--- src/rtl/sweep_controller_pkg.sv ---
// sweep_controller_pkg: shared FSM encoding and widths for the position sweep controller.
package sweep_controller_pkg;
    localparam int ADC_W   = 12;
    localparam int POS_W   = 8;
    localparam int CMP_MSB = 11;
    localparam int CMP_LSB = 6;

    typedef enum logic [2:0] {
        S_IDLE,
        S_HOME,
        S_SETTLE,
        S_SAMPLE,
        S_COMPARE,
        S_STEP,
        S_GOTO_BEST,
        S_DONE
    } state_t;
endpackage

--- src/rtl/sweep_controller_settle_timer.sv ---
// settle_timer: loadable down-counter that stops at zero and flags it.
module settle_timer #(
    parameter int W = 10
) (
    input  logic         clk,
    input  logic         rst_n,
    input  logic         i_load,
    input  logic [W-1:0] i_value,
    input  logic         i_count,
    output logic         o_zero
);
    logic [W-1:0] r_cnt;

    always_ff @(posedge clk or negedge rst_n) begin
        if (!rst_n)
            r_cnt <= '0;
        else if (i_load)
            r_cnt <= i_value;
        else if (i_count && r_cnt != '0)
            r_cnt <= r_cnt - 1'b1;
    end

    assign o_zero = (r_cnt == '0);
endmodule

--- src/rtl/sweep_controller.sv ---
// sweep_controller: steps an actuator across 0..POS_MAX, samples an ADC after settling
// at each position, and parks on the position whose sample was largest.
module sweep_controller
    import sweep_controller_pkg::*;
#(
    parameter int POS_MAX    = 180,
    parameter int STEP       = 1,
    parameter int SETTLE_CYC = 1000
) (
    input  logic             clk,
    input  logic             rst_n,
    input  logic             i_start,
    input  logic             i_abort,
    output logic             o_adc_req,
    input  logic             i_adc_ack,
    input  logic [ADC_W-1:0] i_adc_data,
    output logic [POS_W-1:0] o_pos,
    output logic [POS_W-1:0] o_best_pos,
    output logic [ADC_W-1:0] o_best_val,
    output logic             o_busy,
    output logic             o_done
);
    localparam int TW  = $clog2(SETTLE_CYC + 1);
    localparam int PW1 = POS_W + 1;
    // The timer reaches zero in the last settle cycle, so load one less than the wait.
    localparam logic [TW-1:0]  LOAD_VAL = TW'(SETTLE_CYC - 1);
    localparam logic [PW1-1:0] STEP_9   = PW1'(STEP);
    localparam logic [PW1-1:0] MAX_9    = PW1'(POS_MAX);

    state_t             r_state;
    logic [POS_W-1:0]   r_pos;
    logic [POS_W-1:0]   r_best_pos;
    logic [ADC_W-1:0]   r_best_val;
    logic [ADC_W-1:0]   r_sample;
    logic               r_adc_req;
    logic               r_busy;
    logic               r_done;
    logic               r_first;
    logic               r_return;
    logic               w_load;
    logic               w_zero;
    logic               w_win;
    logic [PW1-1:0]     w_pos_next;

    assign w_load     = (r_state == S_HOME) || (r_state == S_STEP) || (r_state == S_GOTO_BEST);
    assign w_pos_next = {1'b0, r_pos} + STEP_9;
    assign w_win      = r_first || (r_sample[CMP_MSB:CMP_LSB] > r_best_val[CMP_MSB:CMP_LSB]);

    settle_timer #(.W(TW)) u_settle (
        .clk     (clk),
        .rst_n   (rst_n),
        .i_load  (w_load),
        .i_value (LOAD_VAL),
        .i_count (r_state == S_SETTLE),
        .o_zero  (w_zero)
    );

    always_ff @(posedge clk or negedge rst_n) begin
        if (!rst_n) begin
            r_state    <= S_IDLE;
            r_pos      <= '0;
            r_best_pos <= '0;
            r_best_val <= '0;
            r_sample   <= '0;
            r_adc_req  <= 1'b0;
            r_busy     <= 1'b0;
            r_done     <= 1'b0;
            r_first    <= 1'b0;
            r_return   <= 1'b0;
        end else begin
            r_done <= 1'b0;
            if (i_abort && r_state != S_IDLE) begin
                r_state   <= S_IDLE;
                r_adc_req <= 1'b0;
                r_busy    <= 1'b0;
            end else begin
                unique case (r_state)
                    S_IDLE: begin
                        if (i_start) begin
                            r_state <= S_HOME;
                            r_busy  <= 1'b1;
                        end
                    end
                    S_HOME: begin
                        r_pos    <= '0;
                        r_first  <= 1'b1;
                        r_return <= 1'b0;
                        r_state  <= S_SETTLE;
                    end
                    S_SETTLE: begin
                        if (w_zero) begin
                            r_state   <= r_return ? S_DONE : S_SAMPLE;
                            r_adc_req <= !r_return;
                            r_done    <= r_return;
                        end
                    end
                    S_SAMPLE: begin
                        if (i_adc_ack) begin
                            r_sample  <= i_adc_data;
                            r_adc_req <= 1'b0;
                            r_state   <= S_COMPARE;
                        end
                    end
                    S_COMPARE: begin
                        if (w_win) begin
                            r_best_val <= r_sample;
                            r_best_pos <= r_pos;
                            r_first    <= 1'b0;
                        end
                        r_state <= (w_pos_next <= MAX_9) ? S_STEP : S_GOTO_BEST;
                    end
                    S_STEP: begin
                        r_pos   <= w_pos_next[POS_W-1:0];
                        r_state <= S_SETTLE;
                    end
                    S_GOTO_BEST: begin
                        r_pos    <= r_best_pos;
                        r_return <= 1'b1;
                        r_state  <= S_SETTLE;
                    end
                    S_DONE: begin
                        r_busy  <= 1'b0;
                        r_state <= S_IDLE;
                    end
                    default: r_state <= S_IDLE;
                endcase
            end
        end
    end

    assign o_adc_req  = r_adc_req;
    assign o_pos      = r_pos;
    assign o_best_pos = r_best_pos;
    assign o_best_val = r_best_val;
    assign o_busy     = r_busy;
    assign o_done     = r_done;
endmodule

--- config.mk ---
export PLATFORM = sky130hd
export DESIGN_NAME = sweep_controller
export DESIGN_NICKNAME = d
export VERILOG_FILES = /design/src/rtl/sweep_controller_pkg.sv /design/src/rtl/sweep_controller_settle_timer.sv /design/src/rtl/sweep_controller.sv
export SDC_FILE = /design/constraint.sdc
export NUM_CORES = 1
export LEC_CHECK = 0
export ABC_AREA = 0
export BUFFER_PORTS_ARGS = -buffer_cell sky130_fd_sc_hd__buf_2
export CORE_ASPECT_RATIO = 0.75
export CORE_MARGIN = 3
export CORE_UTILIZATION = 36
export CTS_CLUSTER_SIZE = 16
export DETAILED_ROUTE_END_ITERATION = 12
export GPL_TIMING_DRIVEN = 0
export PLACE_DENSITY = 0.64
export SYNTH_ARGS = -nofsm -noshare
export SYNTH_HDL_FRONTEND = slang
export SYNTH_SLANG_ARGS = --single-unit
--- constraint.sdc ---
create_clock -name clk -period 2.8 [get_ports clk]
set_input_delay 0.28 -clock clk [delete_from_list [all_inputs] [get_ports clk]]
set_output_delay 0.28 -clock clk [all_outputs]
set_load 0.05 [all_outputs]
==> metrics.md <==
| Metric | Value |
|---|---|
| Outcome | `complete, but fails checks` |
| Most frequent cells in the layout | `58 x dfrtp_1, 52 x buf_2, 31 x mux2_2, 24 x nand2_1, 20 x nor2_1` |
| Initial antenna violation count | `0` |
| Post-synthesis sequential area ratio | `49.6%` |
| Area growth syn-to-layout | `19.9%` |
| Max-slew violation count | `0` |
| CTS tree | `built` |
| Die Wd | `110 µm` |
| Post-DP HPWL | `4530 µm` |
| Synthesized area | `0.00292 mm²` |
| CTS buffer count | `9` |
| Commonest non-fill, non-tap cell in the layout | `dfrtp_1` |
| Initial core utilization | `38.5%` |
| Setup crit end kind | `register` |
| Setup_tns | `0 ns` |
| DR iter-0 viols | `115` |
| EDFF count, synth | `0` |
| Cts repair resizes | `0` |
| Crit start category | `register` |
| DR DRC count | `0` |
| DIE AREA | `0.00925 mm²` |
| Internal reg-to-reg setup slack | `0.40 ns` |
| R2r endpoint | `o_best_pos[6]` |
| # nets final | `360` |
| Ports | `48` |
| Yosys reg bits | `58` |
| Vias/cell | `5.11` |
| Min-delay worst type | `in -> async` |
| Hold buffer count at cts | `0` |
| Number of port buffers | `47` |
| Slew headroom | `51.9%` |
| WP buf/inv | `2` |
| Util after Layout | `46.1%` |
| Clk_lat worst skew | `0.33 ns` |
| Routed via count | `2,252` |
| CP arrival | `2.62 ns` |
| PD cells | `1000 mW/mm²` |
| First-pass GRT wire length | `11,200 µm` |
| Routed Antenna Nets | `0` |
| Largest net degree at the start of global routing | `59` |
| WS Path Type | `reg -> reg` |
| Clk root buf | `clkbuf_8` |
| Post-route cell area | `0.00351 mm²` |
| CP peak stage delay | `0.56 ns` |
| R2R depth | `8` |
| Final setup viols | `0` |
| Critical Path RT | `3.02 ns` |
| Minimum hold slack | `-0.0143 ns` |
| Post-DR wirelength/cell | `14.6 µm` |
| Placed insts | `425` |
| Failing checks | `hold timing` |
| Hold Fails Final Rpt | `6` |
| Fin crit share | `85.9%` |
| Peak supply drop | `0.453 mV` |
| Slowest cell on the critical path | `clkbuf_1` |
| # diodes | `0` |
| FP Rows | `27` |
| Routability cong. | `0.858` |
| Ys flop type | `dfrtp_1` |
| CP cell instances | `inv_1 > ha_1 > a21o_1 > a21oi_1 > o221ai_1 > o311ai_0 > clkbuf_1 > mux2_2` |
| GR Overflow Total | `0` |
| Max Cap Violations | `0` |
| Mapped Cells | `277` |
| 1st-pass router iterations | `5` |
| Depth of the CTS H-tree | `3` |
| Share of cells above drive strength 1 | `32.4%` |
| Slew @ Worst Pin | `0.721 ns` |
| Critical R2R Launch | `o_best_val[9]` |
| Layout Skew | `0.00633 ns` |
| Postcts setup bufs | `0` |
| Synth cell types | `51` |
| Worst-path maximum fanout | `10` |
| Max frequency | `0.416 GHz` |
| Mean Syn Cell Area | `10.6 µm²` |
| FFs w/ async S/R, synth | `100%` |
| Clk sink count | `58` |
| RSZ-0062 raised after global routing | `false` |
| Leakage Power | `0.00162 µW` |
| Top delay family on crit path | `buffers and inverters` |
| WP depth | `8` |
| Clock slew at reported path FFs | `0.07 ns` |
| Ys Warns | `0` |
| Placed cell area | `0.00329 mm²` |
| CTS Buffer Depth | `2` |
| Tot GR Track Use | `15.6%` |
| Die Y-Extent | `84.1 µm` |
| Clock period minus worst slack | `2.40 ns` |
| Final WL | `6440 µm` |
| Core Region | `0.00760 mm²` |
| Vias in the first global route | `2,213` |
| Fin cells | `441` |
| Mapped Nets | `302` |
==> per-stage QoR <==
| step | setup slack, ns | total power (µW) | hold WS [ns] |
|---|---|---|---|
| 3_5_place_dp | 0.391 | 2700 | 0.489 |
| 6_report | 0.396 | 3520 | -0.0143 |
| 3_3_place_gp | 0.458 | 2670 | 0.480 |
| 5_1_grt | 0.173 | 3760 | 0.0590 |
| 2_1_floorplan | 0.392 | 2340 | -0.0156 |
| 4_1_cts | 0.354 | 3560 | 0.139 |
==> cell families (layout without fill, tap and decap cells) <==
group	count (synthesis)	count (layout)	synth area share [%]
AO/OA/AOI/OAI	52	52	11.9
XOR/XNOR	8	8	2.40
AND/OR/NAND/NOR	88	88	16.0
flip-flops	58	58	49.6
buffers and inverters	31	94	4.36
multiplexers	32	32	12.3
adder cells (fa/ha/maj)	8	8	3.42
==> routing by layer <==
layer,share of wire [%],vias up,track usage (%)
met5,0,-,0
met4,0.98,0,4.19
met3,4.9,9,5.34
met2,45,58,22.0
met1,49,1086,22.5
li1,-,1099,-
==> sequential cells by signal, indices dropped and copies added, names as in the netlist <==
register,count
o_best_pos,8
u_settle.r_cnt,10
r_state,3
o_done,1
r_sample,12
o_pos,8
o_adc_req,1
o_best_val,12
o_busy,1
r_return,1
r_first,1
==> power by group <==
group | internal, µW | leakage (µW) | switching (µW)
Combinational | 473 | 0.000781 | 962
Sequential | 1070 | 0.000737 | 171
Clock | 498 | 0.000105 | 340
==> worst max path at each step <==
stage	startpoint	to	slack, ns
final	o_best_val[9]	o_best_pos[6]	0.40
after global routing	o_best_val[9]	o_best_pos[6]	0.17
after CTS	o_best_val[9]	o_best_pos[6]	0.35
after detailed placement	o_best_val[9]	o_best_pos[6]	0.39
after global placement	o_best_val[9]	o_best_val[5]	0.46
after floorplan	o_best_val[9]	o_best_pos[0]	0.39
==> final cells by class <==
cell class,count,area [µm²]
plain buffers,15,67.6
fillers,735,4100
well taps,101,126
inverters,16,60.1
repair buffers,47,238
clock buffers,9,124
clock inverters,7,93.8
multi-input cells,188,1350
flip-flops and latches,58,1450
==> Yosys cell counts, types with 2 or more instances <==
master	count	area, µm²
a21oi_1	10	50.1
nor2_1	20	75.1
a32oi_1	3	26.3
nor3_1	9	45.0
and3_1	2	12.5
a2bb2oi_1	2	17.5
xor2_1	2	17.5
nand3_1	5	25.0
inv_1	16	60.1
a221oi_1	2	17.5
nand2_1	24	90.1
nor4b_1	2	17.5
nand4_1	3	18.8
mux2_2	31	349
clkbuf_1	8	30.0
xnor2_1	6	52.6
o21ai_0	18	90.1
or2_2	2	12.5
ha_1	8	100
or3_1	3	18.8
and2_1	2	12.5
buf_2	6	30.0
nand2b_1	6	37.5
o211ai_1	3	22.5
dfrtp_1	58	1450
==> worst register-to-register path, stage by stage (launching register included) <==
cell and delay, ns:
dfrtp_1 0.37, inv_1 0.05, ha_1 0.30, a21o_1 0.18, a21oi_1 0.15, o221ai_1 0.12
o311ai_0 0.14, clkbuf_1 0.56, mux2_2 0.42
Note: power is estimated with default switching activity, not from simulation.
